[config.mk]
export PLATFORM = sky130hd
export DESIGN_NAME = y_signature_misr
export DESIGN_NICKNAME = d
export VERILOG_FILES = /design/src/rtl/misr_pkg.sv /design/src/rtl/misr_core.sv /design/src/rtl/y_signature_misr.sv
export SDC_FILE = /design/constraint.sdc
export NUM_CORES = 1
export LEC_CHECK = 0
export BUFFER_PORTS_ARGS = -buffer_cell sky130_fd_sc_hd__buf_2
export CAP_MARGIN = 20
export CORE_MARGIN = 2
export CORE_UTILIZATION = 30
export DETAILED_ROUTE_END_ITERATION = 6
export GPL_TIMING_DRIVEN = 1
export HOLD_SLACK_MARGIN = 0.06
export PLACE_DENSITY = 0.61
export RECOVER_POWER = 25
export SLEW_MARGIN = 10
export SYNTH_ARGS = -nofsm -noshare
export SYNTH_HDL_FRONTEND = slang
export SYNTH_SLANG_ARGS = --single-unit
export TNS_END_PERCENT = 10
[constraint.sdc]
create_clock -name clk -period 1.7 [get_ports clk]
set_clock_uncertainty 0.05 [all_clocks]
set_input_delay 0.34 -clock clk [delete_from_list [all_inputs] [get_ports clk]]
set_output_delay 0.34 -clock clk [all_outputs]
set_load 0.02 [all_outputs]
[src/rtl/misr_pkg.sv]
// Shared types and defaults for the y-response signature compactor.
// Widths match the 53-bit `top.y` output folded into a 64-bit MISR.
package misr_pkg;

  typedef enum logic [1:0] {
    IDLE  = 2'd0,
    ACCUM = 2'd1,
    HOLD  = 2'd2
  } misr_state_e;

  localparam int          MISR_DATA_W      = 53;
  localparam int          MISR_SIG_W       = 64;
  localparam int          MISR_CNT_W       = 16;
  localparam int          MISR_NUM_SAMPLES = 16;
  localparam logic [63:0] MISR_POLY        = 64'h0000_0000_0000_001B;
  localparam logic [63:0] MISR_SEED        = 64'h0;

endpackage

[src/rtl/misr_core.sv]
// Galois-form multiple-input signature register: shift left, fold the MSB
// back through POLY, and XOR in the zero-extended data word.
module misr_core
  import misr_pkg::*;
#(
  parameter int               SIG_W  = MISR_SIG_W,
  parameter int               DATA_W = MISR_DATA_W,
  parameter logic [SIG_W-1:0] POLY   = SIG_W'(MISR_POLY)
) (
  input  logic              clk,
  input  logic              rst_n,
  input  logic              load,
  input  logic [SIG_W-1:0]  seed,
  input  logic              en,
  input  logic [DATA_W-1:0] data,
  output logic [SIG_W-1:0]  sig
);

  logic [SIG_W-1:0] sig_reg;
  logic [SIG_W-1:0] sig_next;
  logic [SIG_W-1:0] data_ext;
  logic [SIG_W-1:0] fold;

  // Per-bit zero extension also covers the SIG_W == DATA_W case cleanly.
  generate
    for (genvar gi = 0; gi < SIG_W; gi++) begin : g_ext
      if (gi < DATA_W) begin : g_data
        assign data_ext[gi] = data[gi];
      end else begin : g_zero
        assign data_ext[gi] = 1'b0;
      end
    end
  endgenerate

  assign fold = {sig_reg[SIG_W-2:0], 1'b0}
              ^ (POLY & {SIG_W{sig_reg[SIG_W-1]}})
              ^ data_ext;

  always_comb begin
    sig_next = sig_reg;
    if (load) begin
      sig_next = seed;
    end else if (en) begin
      sig_next = fold;
    end
  end

  always_ff @(posedge clk or negedge rst_n) begin
    if (!rst_n) begin
      sig_reg <= '0;
    end else begin
      sig_reg <= sig_next;
    end
  end

  assign sig = sig_reg;

endmodule

[src/rtl/y_signature_misr.sv]
// Samples top.y on qualified cycles, compacts NUM_SAMPLES words into a MISR
// signature and offers it on a valid/ready port until the harness takes it.
module y_signature_misr
  import misr_pkg::*;
#(
  parameter int               DATA_W      = MISR_DATA_W,
  parameter int               SIG_W       = MISR_SIG_W,
  parameter logic [SIG_W-1:0] POLY        = SIG_W'(MISR_POLY),
  parameter logic [SIG_W-1:0] SEED        = SIG_W'(MISR_SEED),
  parameter int               NUM_SAMPLES = MISR_NUM_SAMPLES
) (
  input  logic                  clk,
  input  logic                  rst_n,
  input  logic                  start,
  input  logic                  in_valid,
  input  logic [DATA_W-1:0]     in_data,
  output logic                  sig_valid,
  input  logic                  sig_ready,
  output logic [SIG_W-1:0]      sig_data,
  output logic                  busy,
  output logic [MISR_CNT_W-1:0] sample_cnt,
  output logic                  dropped
);

  localparam logic [MISR_CNT_W-1:0] LAST_CNT = MISR_CNT_W'(NUM_SAMPLES);

  misr_state_e           state_reg, state_next;
  logic [MISR_CNT_W-1:0] cnt_reg, cnt_next;
  logic                  dropped_reg, dropped_next;
  logic                  load;
  logic                  accept;
  logic                  cnt_done;

  // start only acts from IDLE; samples only count while accumulating.
  assign load     = (state_reg == IDLE) && start;
  assign accept   = (state_reg == ACCUM) && in_valid;
  assign cnt_done = (cnt_reg + MISR_CNT_W'(1)) == LAST_CNT;

  always_ff @(posedge clk or negedge rst_n) begin
    if (!rst_n) begin
      state_reg <= IDLE;
    end else begin
      state_reg <= state_next;
    end
  end

  always_comb begin
    state_next = state_reg;
    case (state_reg)
      IDLE:    if (start) state_next = ACCUM;
      ACCUM:   if (in_valid && cnt_done) state_next = HOLD;
      HOLD:    if (sig_ready) state_next = IDLE;
      default: state_next = IDLE;
    endcase
  end

  always_comb begin
    sig_valid = (state_reg == HOLD);
    busy      = (state_reg != IDLE);
  end

  always_comb begin
    cnt_next     = cnt_reg;
    dropped_next = dropped_reg;
    if (load) begin
      cnt_next     = '0;
      dropped_next = 1'b0;
    end else if (accept) begin
      cnt_next = cnt_reg + MISR_CNT_W'(1);
    end else if ((state_reg == HOLD) && in_valid) begin
      dropped_next = 1'b1;
    end
  end

  always_ff @(posedge clk or negedge rst_n) begin
    if (!rst_n) begin
      cnt_reg     <= '0;
      dropped_reg <= 1'b0;
    end else begin
      cnt_reg     <= cnt_next;
      dropped_reg <= dropped_next;
    end
  end

  assign sample_cnt = cnt_reg;
  assign dropped    = dropped_reg;

  misr_core #(
    .SIG_W  (SIG_W),
    .DATA_W (DATA_W),
    .POLY   (POLY)
  ) u_core (
    .clk   (clk),
    .rst_n (rst_n),
    .load  (load),
    .seed  (SEED),
    .en    (accept),
    .data  (in_data),
    .sig   (sig_data)
  );

endmodule

==> results by group <==
Synth
  – Mux cell area share after synthesis: 0%
  – Adder-cell share of the synthesized area: 0.3190%
  – Post-synth ARST share: 100.0%
  – Synth unique cells: 41
  – Syn Nets: 456
  – Seq/Total Area, Yosys: 52.95%
  – Yosys top cell by area: dfrtp_1
  – Post-Synth Simple-Gate Area: 13.21%
  – Synth top area share: 52.95%
  – Largest cells by area after synthesis: dfrtp_1 (53%), xnor2_1 (12%), o21ai_0 (10%)
  – XOR/XNOR share of the synthesized area: 13.40%
  – Synth Register Bits: 83
  – Syn Area/Cell: 9.880 um2
  – Compound-cell area share of the yosys netlist: 16.65%
  – Post-synthesis cell count: 397
  – Predominant post-synthesis flop cell: dfrtp_1
  – Main combinational cell family by area after synthesis: compound AO/OA/AOI/OAI gates
  – Synth Cell Area: 3923 um2
  – Post-synth EDFFs: 0
  – Ys Warns: 0

Route
  – Initial DRC count: 116
  – Routed Antenna Nets: 0
  – Vias post-DR: 3453
  – Via-to-Cell Ratio: 4.737
  – DRC: 0
  – Met1 wire length: 4526 um
  – Total wire length: 10080 um
  – Wire length on met3: 648 um
  – First-pass DRT Iterations: 4
  – Metal2 WL: 4801 um
  – Wire per inst: 13.82 um
  – Top sig layer: met4

Layout
  – Largest register FFs: 64
  – FILL cells: 1299
  – NumNets Final: 611
  – Area growth from synthesis to layout: 36.17%
  – Ant diodes: 0
  – Layout cells sized above 1: 36.98%

GRT
  – Largest net degree at the start of global routing: 52
  – Vias in the first global route: 3243
  – First-pass GRT wire length: 16540 um
  – Total track usage: 14.78%
  – Global route total overflow: 0
  – Initial antenna violation count: 0

Critical path
  – Family with the most delay on the worst path: simple AND/OR/NAND/NOR gates
  – Largest stage delay on the critical path: 0.50 ns
  – Crit path capture type: flip-flop
  – CP arrival: 1.99 ns
  – CP startpoint kind: flip-flop
  – Buffers and inverters on the worst path: 0
  – FF-to-FF setup slack: -0.12 ns
  – Kind of critical path: flip-flop to flip-flop
  – Crit path max-delay cell type: or4_1
  – Critical Path, Cell by Cell: ha_4 > nand3_2 > or4_1 > o31ai_1 > nand4_1 > o31a_1
  – WP data required: 1.88 ns
  – Crit-path max FO: 4

Die
  – Rows: 41
  – Die Ht: 118.3 um
  – Initial Utilization: 30.96%
  – Core box area: 12670 um2
  – I/O pin count: 141
  – DIE AREA: 14010 um2
  – Die Wd: 118.3 um

Power and ir drop
  – Worst vdd ir: 0.8397 mV
  – Leakage: 2.505 nW
  – PD cells: 1318 nW/um2

Timing
  – Unrepaired setup endpoints after global routing: yes
  – Final setup violation count: 2
  – Setup_tns: -0.2060 ns
  – Fmax: 549.7 MHz
  – Crit path time final: 1.819 ns
  – Final Max Tran Viols: 0
  – Final hold slack: 0.2118 ns
  – Setup slack after layout: -0.1190 ns
  – Max_slew headroom: 47.22%
  – Worst Max-Slew Pin Slew: 0.7917 ns
  – Ratio of final minimum period to clock period: 107.0%
  – Hold Fails Final Rpt: 0

Placed design
  – Gpl congestion: 0.8531
  – Port bufs: 140
  – HPWL after detailed placement: 7102 um

Clocking
  – H-tree lvl count: 3
  – CTS sink count: 83
  – Clock Latency Late Sink: 0.34 ns
  – Clock Tree Buf Depth: 2
  – CTS buffer count: 9
  – CTS Root Cell: clkbuf_16
  – Clock-pin slew of the registers on the worst-case setup and hold paths: 0.06 ns
  – CTS tree: done

Hold path
  – HP Class: input port to flip-flop

Flow run
  – Max Cap Viol: 0

Status
  – Status: complete, but fails checks
  – Failing checks: setup timing
[metrics by stage]
| stage | setup WS, ns | util [%] | power (mW) | cell area, um2 | std cells |
|---|---|---|---|---|---|
| CTS | -0.1230 | 41.96 | 7.173 | 5316 | 727 |
| global route | -0.1985 | 42.15 | 7.487 | 5341 | 729 |
| finish | -0.1190 | 42.15 | 7.041 | 5341 | 729 |
| global placement | -0.07472 | 39.52 | 5.063 | 5007 | 710 |
| detailed placement | -0.1039 | 39.52 | 5.131 | 5007 | 710 |
| floorplan | -0.1311 | - | 4.239 | 3948 | 397 |
[kinds of logic (layout without fill, tap and decap cells)]
group	Yosys count	after routing
compound gates	113	113
xor+xnor	60	60
fa+ha+maj	1	1
buf+inv	31	191
flops	83	83
simple gates	109	109
[Yosys cell counts (all sizes together), types with 5 or more instances]
master	instances
xnor2	55
buf	9
nand3	7
nand4	7
a21oi	7
nor2	12
nand2	62
xor2	5
dfrtp	83
o21ai	79
clkbuf	19
a22o	12
[worst min-delay path, stage by stage]
cell and delay [ns]:
buf_2 0.07, nand2b_1 0.09, o21ai_1 0.06
[per-layer routing]
metal / track usage (%) / up-vias
met3: 5.261 / 9
met1: 19.00 / 1665
li1: - / 1671
met5: 0 / -
met2: 23.59 / 108
met4: 3.840 / 0
[final cells by class]
| cell class | instances | area, um2 | share of cell area [%] |
|---|---|---|---|
| Clock buffer | 14 | 264.0 | 4.943 |
| Inverter | 3 | 11.26 | 0.2108 |
| Multi-Input combinational cell | 283 | 1747 | 32.70 |
| Timing Repair Buffer | 172 | 980.9 | 18.36 |
| Clock inverter | 2 | 35.03 | 0.6559 |
| Sequential cell | 83 | 2088 | 39.10 |
| Tap cell | 172 | 215.2 | 4.029 |
[power by group]
group,internal (mW),leakage (nW),switching (mW)
sequential,2.44,1.03,0.471
combinational,0.914,1.33,1.24
clock,1.22,0.147,0.758
[layout by cell type, fill, tap and decap left out, types with 3 or more instances in the layout]
| cell | count |
|---|---|
| xnor2_1 | 55 |
| dfrtp_2 | 9 |
| a31oi_1 | 3 |
| nor2_1 | 11 |
| buf_4 | 24 |
| a21oi_1 | 7 |
| nand4_1 | 6 |
| clkbuf_1 | 4 |
| xor2_1 | 5 |
| buf_12 | 3 |
| o21ai_0 | 78 |
| buf_2 | 139 |
| clkbuf_16 | 9 |
| o31ai_1 | 4 |
| nand2_1 | 62 |
| inv_1 | 3 |
| dfrtp_1 | 74 |
| nand3_1 | 6 |
| a22o_1 | 12 |
[worst paths after layout]
kind	start	end	cells after the start
worst max-delay path	sample_cnt[1]	state_reg[0]	6
worst min register to register	u_core.sig[23]	u_core.sig[23]	2
max in group asynchronous	rst_n	u_core.sig[34]	3
worst max register to register	sample_cnt[1]	state_reg[0]	6
worst min-delay path	sig_ready	state_reg[1]	3
min in group asynchronous	rst_n	sample_cnt[5]	3
[what timing repair did]
item,CTS,global route
hold endpoints to repair,83,0
setup endpoints to repair,4,37
hold buffers,1,0
resized for setup,0,12
pin swaps,0,3
setup buffers,0,2
No activity file was read; power rests on OpenSTA's default activity.
